`config.mk`:
```
export PLATFORM = sky130hd
export DESIGN_NAME = div_ctrl_flat
export DESIGN_NICKNAME = d
export VERILOG_FILES = /design/src/rtl/div_ctrl_if.sv /design/src/rtl/div_ctrl.sv /design/src/flat_wrapper.sv
export SDC_FILE = /design/constraint.sdc
export NUM_CORES = 1
export LEC_CHECK = 0
export CORE_AREA = 2 2 104 106
export CTS_CLUSTER_SIZE = 25
export DETAILED_ROUTE_END_ITERATION = 12
export DIE_AREA = 0 0 106 108
export GPL_TIMING_DRIVEN = 0
export PLACE_DENSITY = 0.77
export SYNTH_ARGS = -nofsm -noshare
export SYNTH_HDL_FRONTEND = slang
export SYNTH_SLANG_ARGS = --single-unit
```
`constraint.sdc`:
```
create_clock -name clk -period 3.5 [get_ports clk]
set_input_delay 0.7 -clock clk [delete_from_list [all_inputs] [get_ports clk]]
set_output_delay 0.7 -clock clk [all_outputs]
set_load 0.05 [all_outputs]
```
`src/rtl/div_ctrl_if.sv`:
```
// Start/annul handshake and operand/result bus between the EX-stage
// divide controller (master) and the multi-cycle divider (slave).
`timescale 1ns/1ps
interface div_ctrl_if;
  logic        div_start_o;
  logic        div_annul_o;
  logic        div_signed_o;
  logic [31:0] div_op1_o;
  logic [31:0] div_op2_o;
  logic [63:0] div_result_i;
  logic        div_ready_i;

  modport master (
    output div_start_o,
    output div_annul_o,
    output div_signed_o,
    output div_op1_o,
    output div_op2_o,
    input  div_result_i,
    input  div_ready_i
  );

  modport slave (
    input  div_start_o,
    input  div_annul_o,
    input  div_signed_o,
    input  div_op1_o,
    input  div_op2_o,
    output div_result_i,
    output div_ready_i
  );
endinterface

```
`src/rtl/div_ctrl.sv`:
```
// EX-stage divide controller: starts the divider, stalls the pipe until the
// result returns, issues a one-cycle HI/LO write, and annuls on flush.
`timescale 1ns/1ps
module div_ctrl (
  input  logic        clk,
  input  logic        rst,
  input  logic        ex_div_i,
  input  logic        ex_signed_i,
  input  logic [31:0] ex_rs_i,
  input  logic [31:0] ex_rt_i,
  input  logic        flush_i,
  div_ctrl_if.master  div,
  output logic        stall_o,
  output logic        hilo_we_o,
  output logic [31:0] hi_o,
  output logic [31:0] lo_o
);

  localparam int unsigned DataW = 32;

  typedef enum logic [1:0] {
    ST_IDLE,
    ST_BUSY,
    ST_DONE,
    ST_ABORT
  } state_e;

  state_e           state_q, state_d;
  logic             abort_last_q, abort_last_d;
  logic [DataW-1:0] hi_q, hi_d;
  logic [DataW-1:0] lo_q, lo_d;

  logic req;
  logic start_c;
  logic annul_c;
  logic stall_c;
  logic we_c;

  assign req = ex_div_i & ~flush_i;

  // Operands are held stable by the stall, so they pass straight through.
  assign div.div_signed_o = ex_signed_i;
  assign div.div_op1_o    = ex_rs_i;
  assign div.div_op2_o    = ex_rt_i;

  always_comb begin
    state_d      = state_q;
    abort_last_d = abort_last_q;
    hi_d         = hi_q;
    lo_d         = lo_q;
    start_c      = 1'b0;
    annul_c      = 1'b0;
    stall_c      = 1'b0;
    we_c         = 1'b0;

    unique case (state_q)
      ST_IDLE: begin
        start_c = req;
        stall_c = req;
        if (req) state_d = ST_BUSY;
      end
      ST_BUSY: begin
        start_c = 1'b1;
        stall_c = 1'b1;
        // Flush wins over a same-cycle ready: the result is discarded.
        if (flush_i) begin
          state_d      = ST_ABORT;
          abort_last_d = 1'b0;
        end else if (div.div_ready_i) begin
          hi_d    = div.div_result_i[63:32];
          lo_d    = div.div_result_i[31:0];
          state_d = ST_DONE;
        end
      end
      ST_DONE: begin
        we_c    = ~flush_i;
        state_d = ST_IDLE;
      end
      ST_ABORT: begin
        // Two annul cycles cover the divider's slowest path back to free.
        annul_c = 1'b1;
        stall_c = req;
        if (abort_last_q) begin
          state_d      = ST_IDLE;
          abort_last_d = 1'b0;
        end else begin
          abort_last_d = 1'b1;
        end
      end
      default: state_d = ST_IDLE;
    endcase

    if (rst) begin
      start_c = 1'b0;
      annul_c = 1'b0;
      stall_c = 1'b0;
      we_c    = 1'b0;
    end
  end

  always_ff @(posedge clk) begin
    if (rst) begin
      state_q      <= ST_IDLE;
      abort_last_q <= 1'b0;
      hi_q         <= '0;
      lo_q         <= '0;
    end else begin
      state_q      <= state_d;
      abort_last_q <= abort_last_d;
      hi_q         <= hi_d;
      lo_q         <= lo_d;
    end
  end

  assign div.div_start_o = start_c;
  assign div.div_annul_o = annul_c;
  assign stall_o         = stall_c;
  assign hilo_we_o       = we_c;
  assign hi_o            = hi_q;
  assign lo_o            = lo_q;

endmodule

```
`src/flat_wrapper.sv`:
```
// flat-port wrapper written by rule: the top's interface ports become plain ports
module div_ctrl_flat 
  (clk, rst, ex_div_i, ex_signed_i, ex_rs_i, ex_rt_i, flush_i, stall_o, hilo_we_o, hi_o, lo_o, div_div_start_o, div_div_annul_o, div_div_signed_o, div_div_op1_o, div_div_op2_o, div_div_result_i, div_div_ready_i);
  div_ctrl_if div_i ();
  input  logic clk;
  input  logic rst;
  input  logic ex_div_i;
  input  logic ex_signed_i;
  input  logic [31:0] ex_rs_i;
  input  logic [31:0] ex_rt_i;
  input  logic flush_i;
  output logic stall_o;
  output logic hilo_we_o;
  output logic [31:0] hi_o;
  output logic [31:0] lo_o;
  output wire logic [$bits(div_i.div_start_o)-1:0] div_div_start_o;
  output wire logic [$bits(div_i.div_annul_o)-1:0] div_div_annul_o;
  output wire logic [$bits(div_i.div_signed_o)-1:0] div_div_signed_o;
  output wire logic [$bits(div_i.div_op1_o)-1:0] div_div_op1_o;
  output wire logic [$bits(div_i.div_op2_o)-1:0] div_div_op2_o;
  input wire logic [$bits(div_i.div_result_i)-1:0] div_div_result_i;
  input wire logic [$bits(div_i.div_ready_i)-1:0] div_div_ready_i;
  assign div_div_start_o = div_i.div_start_o;
  assign div_div_annul_o = div_i.div_annul_o;
  assign div_div_signed_o = div_i.div_signed_o;
  assign div_div_op1_o = div_i.div_op1_o;
  assign div_div_op2_o = div_i.div_op2_o;
  assign div_i.div_result_i = div_div_result_i;
  assign div_i.div_ready_i = div_div_ready_i;
  div_ctrl u_core (.clk(clk), .rst(rst), .ex_div_i(ex_div_i), .ex_signed_i(ex_signed_i), .ex_rs_i(ex_rs_i), .ex_rt_i(ex_rt_i), .flush_i(flush_i), .div(div_i), .stall_o(stall_o), .hilo_we_o(hilo_we_o), .hi_o(hi_o), .lo_o(lo_o));
endmodule
```
Word-level counts from Yosys, hierarchy flattened. Cells that the tools add are included.

ROM bits: 0. Logic and storage cells: 35. Output and inout port bits: 133. Bits in registers: 67. Bits in latches: 0. Bits in writable memories: 0. Memories: 0.

Shift-type cells: 0. $mul: 0. Divide/modulo/power cells: 0. Add/subtract/negate cells: 0. Magnitude comparators: 0. Reductions and logical operators: 6. Multiplexer cells: 16. Eq/ne operators: 7. Bitwise operators: 2.

Operator list (number): $mux W1 (8); $mux W2 (4); $pmux W2 S4 (1); $pmux W1 S2 (3); $reduce_and A3 Y1 (2); $eq A2 B2 Y1 const B (2); $ne A2 B1 Y1 const B (2); $ne A3 B3 Y1 const B (1); $eq A2 B1 Y1 const B (1); $logic_not A2 Y1 (1); $ne A2 B2 Y1 const B (1); $reduce_and A2 Y1 (1); $reduce_bool A2 Y1 (1); $reduce_or A2 Y1 (1); $and A1 B1 Y1 (1); $not A1 Y1 (1).

Logic depth before layout (Yosys ltp).
Depth after elaboration: 4. Mapped depth: 7. Depth with buffers taken out: 5.

Worst setup path before layout. OpenSTA, ideal clock, no wires.

Path kind: in2out. Start point: input rst. End point: output hilo_we_o. Data required time: 2.800 ns. Arrival: 2.166 ns. Setup slack: 0.634 ns. Cell stages on the path: 3. Path buffers: 2. Path through: buf_2 -> buf_2 -> nor3b_1.

Word-level cells in the longest chain between the ends: 1.

RTL lines: start: declaration (line flat_wrapper.sv:6) `input logic rst;`; $mux W1 (line div_ctrl.sv:93) `if (rst) begin`; end: declaration (line flat_wrapper.sv:13) `output logic hilo_we_o;`.

Every way passes these cells.

Worst setup path after layout.
Start point: input flush_i. End point: output stall_o.

Word-level cells in the longest chain between the ends: 4.

RTL lines: start: declaration (line flat_wrapper.sv:11) `input logic flush_i;`; $not A1 Y1 (no source line); $and A1 B1 Y1 (line div_ctrl.sv:39) `assign req = ex_div_i & ~flush_i;`; $pmux W1 S2 (line div_ctrl.sv:56) `unique case (state_q)`; $mux W1 (line div_ctrl.sv:93); end: declaration (line flat_wrapper.sv:12) `output logic stall_o;`.

Every way passes these cells.

==> out/results.ini <==
[layout]
drive_gt1_share_pct=19.19
area_delta_synth_final_pct=75.40
fin_nets=730
postLayoutCoreUtil_pct=53.80
num_antenna_cells=0
fill_cells=968

[power_and_ir_drop]
p_leak_uw=0.002066
powerDensity_nw_per_um2=447.8
irDropWorstVdd_mv=0.2244

[die]
coreArea_sq_um=10230
rows=37
die_h_um=108
start_util_pct=30.67
io-pin-count=267
die_area_sq_um=11450
die_w_um=106

[critical_path]
end_kind=output port
crit_arrival_ps=2680
worstSetupStartpointType=primary input
path_max_fanout=8
reg2reg_slack_ps=1800
crit_type=primary input to output port
cp_data_required_time_ps=2800

[cts]
path_clk_slew_ps=60
numCtsBuffers=9
cts_tree=done
hold_buffers=0
clockBufferDepth=2
post_cts_buffers=0
htreeDepth=3
clock-sinks=67
ctsResizeCount=0
clk_latency_ps=330
cts-root-buf=clkbuf_8

[routing]
route.antenna.remaining_nets=0
totalWireLength_um=9712
wl_per_cell_um=13.30
dr.pass1.iters=4
drtIter0Drc=137
vias_per_cell=4.310
drc=0
vias=3146

[timing]
tightest_slew_ps=536.5
slew_violations=0
tns_ps=0
post-route-min-period_ps=3384
finalSetupViolCount=0
timing.slew.headroom_pct=64.12
clock.fmax_mhz=295.5
fin_skew_ps=5.937
rsz0062_at_grt=false
final_hold_viol_count=0
layout_worst_path_cycle_share_pct=96.69
final.setup.worst_slack_ps=115.8
hold_slack_ps=453.3

[synthesis]
ys_types=28
ys.flop_type=dfxtp_1
syn_avg_cell_area_sq_um=8.280
async_reset_ff_share_pct=0
yosys_warnings=0
yosysTopAreaCell=dfxtp_1
seq_area_frac_synth_pct=42.74
synth.cell_area_sq_um=3138
synth_area_leaders=dfxtp_1, buf_4, nand2_1
synthCells=379
synth_nets=519
synth_top_area_share_pct=42.74
synth-edff-count=0
synth_seq_cells=67
synth_common_cells=nand2_1, buf_4, dfxtp_1
synth_most_common_cell=nand2_1

[grt]
use_met1_pct=16.67
first_global_vias=3211
top_usage_layer=met2
antenna_found_initial=0
use_met3_pct=5.787
grtUsageTotal_pct=16.16
gr-total-overflow=0
grt_pass1_wl_um=14850
use_met2_pct=30.55
grt_max_degree=11

[outcome]
outcome=finished clean

[place]
gp_congestion=0.7400
numPortBuffers=200
hpwl_um=7717
place_ws_ps=102.7

[min_path]
hp-class=register to register

[flow_run]
max_cap_viol_count=0

## cells in the final DEF (no fill, tap or decap), drive strengths merged, types with 2 or more instances in the layout
| cell | instances |
|---|---|
| nor2 | 3 |
| buf | 79 |
| nand2b | 4 |
| clkdlybuf4s50 | 200 |
| dfxtp | 67 |
| inv | 3 |
| nor3b | 2 |
| nand2 | 129 |
| nor2b | 2 |
| a21oi | 65 |
| clkbuf | 21 |
| ha | 6 |
## sequential cells by signal (all words and copies together) (netlist names)
| name | flops |
|---|---|
| u_core.abort_last_q | 1 |
| u_core.state_q | 2 |
| u_core.hi_o | 32 |
| u_core.lo_o | 32 |
## cell type report
class	instances	area, sq um	area share, %
clock buffer	13	158.9	2.887
clock inverter	2	35.03	0.6365
tap	136	170.2	3.092
sequential	67	1341	24.37
inverter	3	11.26	0.2046
multi-input combinational	222	1106	20.10
timing repair buffer	200	2002	36.37
buffer	87	679.4	12.34
## critical path, stage by stage
cell and delay, ps:
clkdlybuf4s50_1 530, nand2b_4 200, o21ba_2 190, nor3_1 210
clkdlybuf4s50_1 850
## power breakdown
group	internal [uW]	switching (uW)	total, uW
Sequential	820	33.9	854
Clock	364	273	637
Combinational	399	575	974
## cell families after synthesis
kind of cell / synth area share [%]
AND/OR/NAND/NOR: 18.82
flip-flops: 42.74
adder cells (fa/ha/maj): 2.392
AO/OA/AOI/OAI: 13.36
multiplexers: 0.6778
buffers and inverters: 22.01
## path summary, 6_finish.rpt
check / start / cells after the start / end
setup / recovery: flush_i / 5 / stall_o
hold / removal: u_core.lo_o[22] / 2 / u_core.lo_o[22]
setup reg to reg: u_core.state_q[1] / 5 / u_core.state_q[0]
hold reg to reg: u_core.lo_o[22] / 2 / u_core.lo_o[22]
## metrics by stage
stage	cells	power [uW]	cell area, sq um
6_report	730	2465	5504
5_1_grt	730	2591	5504
4_1_cts	730	2502	5504
3_5_place_dp	715	1850	5310
3_3_place_gp	715	1831	5310
2_1_floorplan	379	1520	3138
## routing by layer
| layer | part of all wire [%] | up-vias |
|---|---|---|
| li1 | - | 1559 |
| met3 | 9.7 | 6 |
| met1 | 37 | 1431 |
| met4 | 0.60 | 0 |
| met5 | 0 | - |
| met2 | 53 | 150 |
Power figures use the tool's default switching activity.
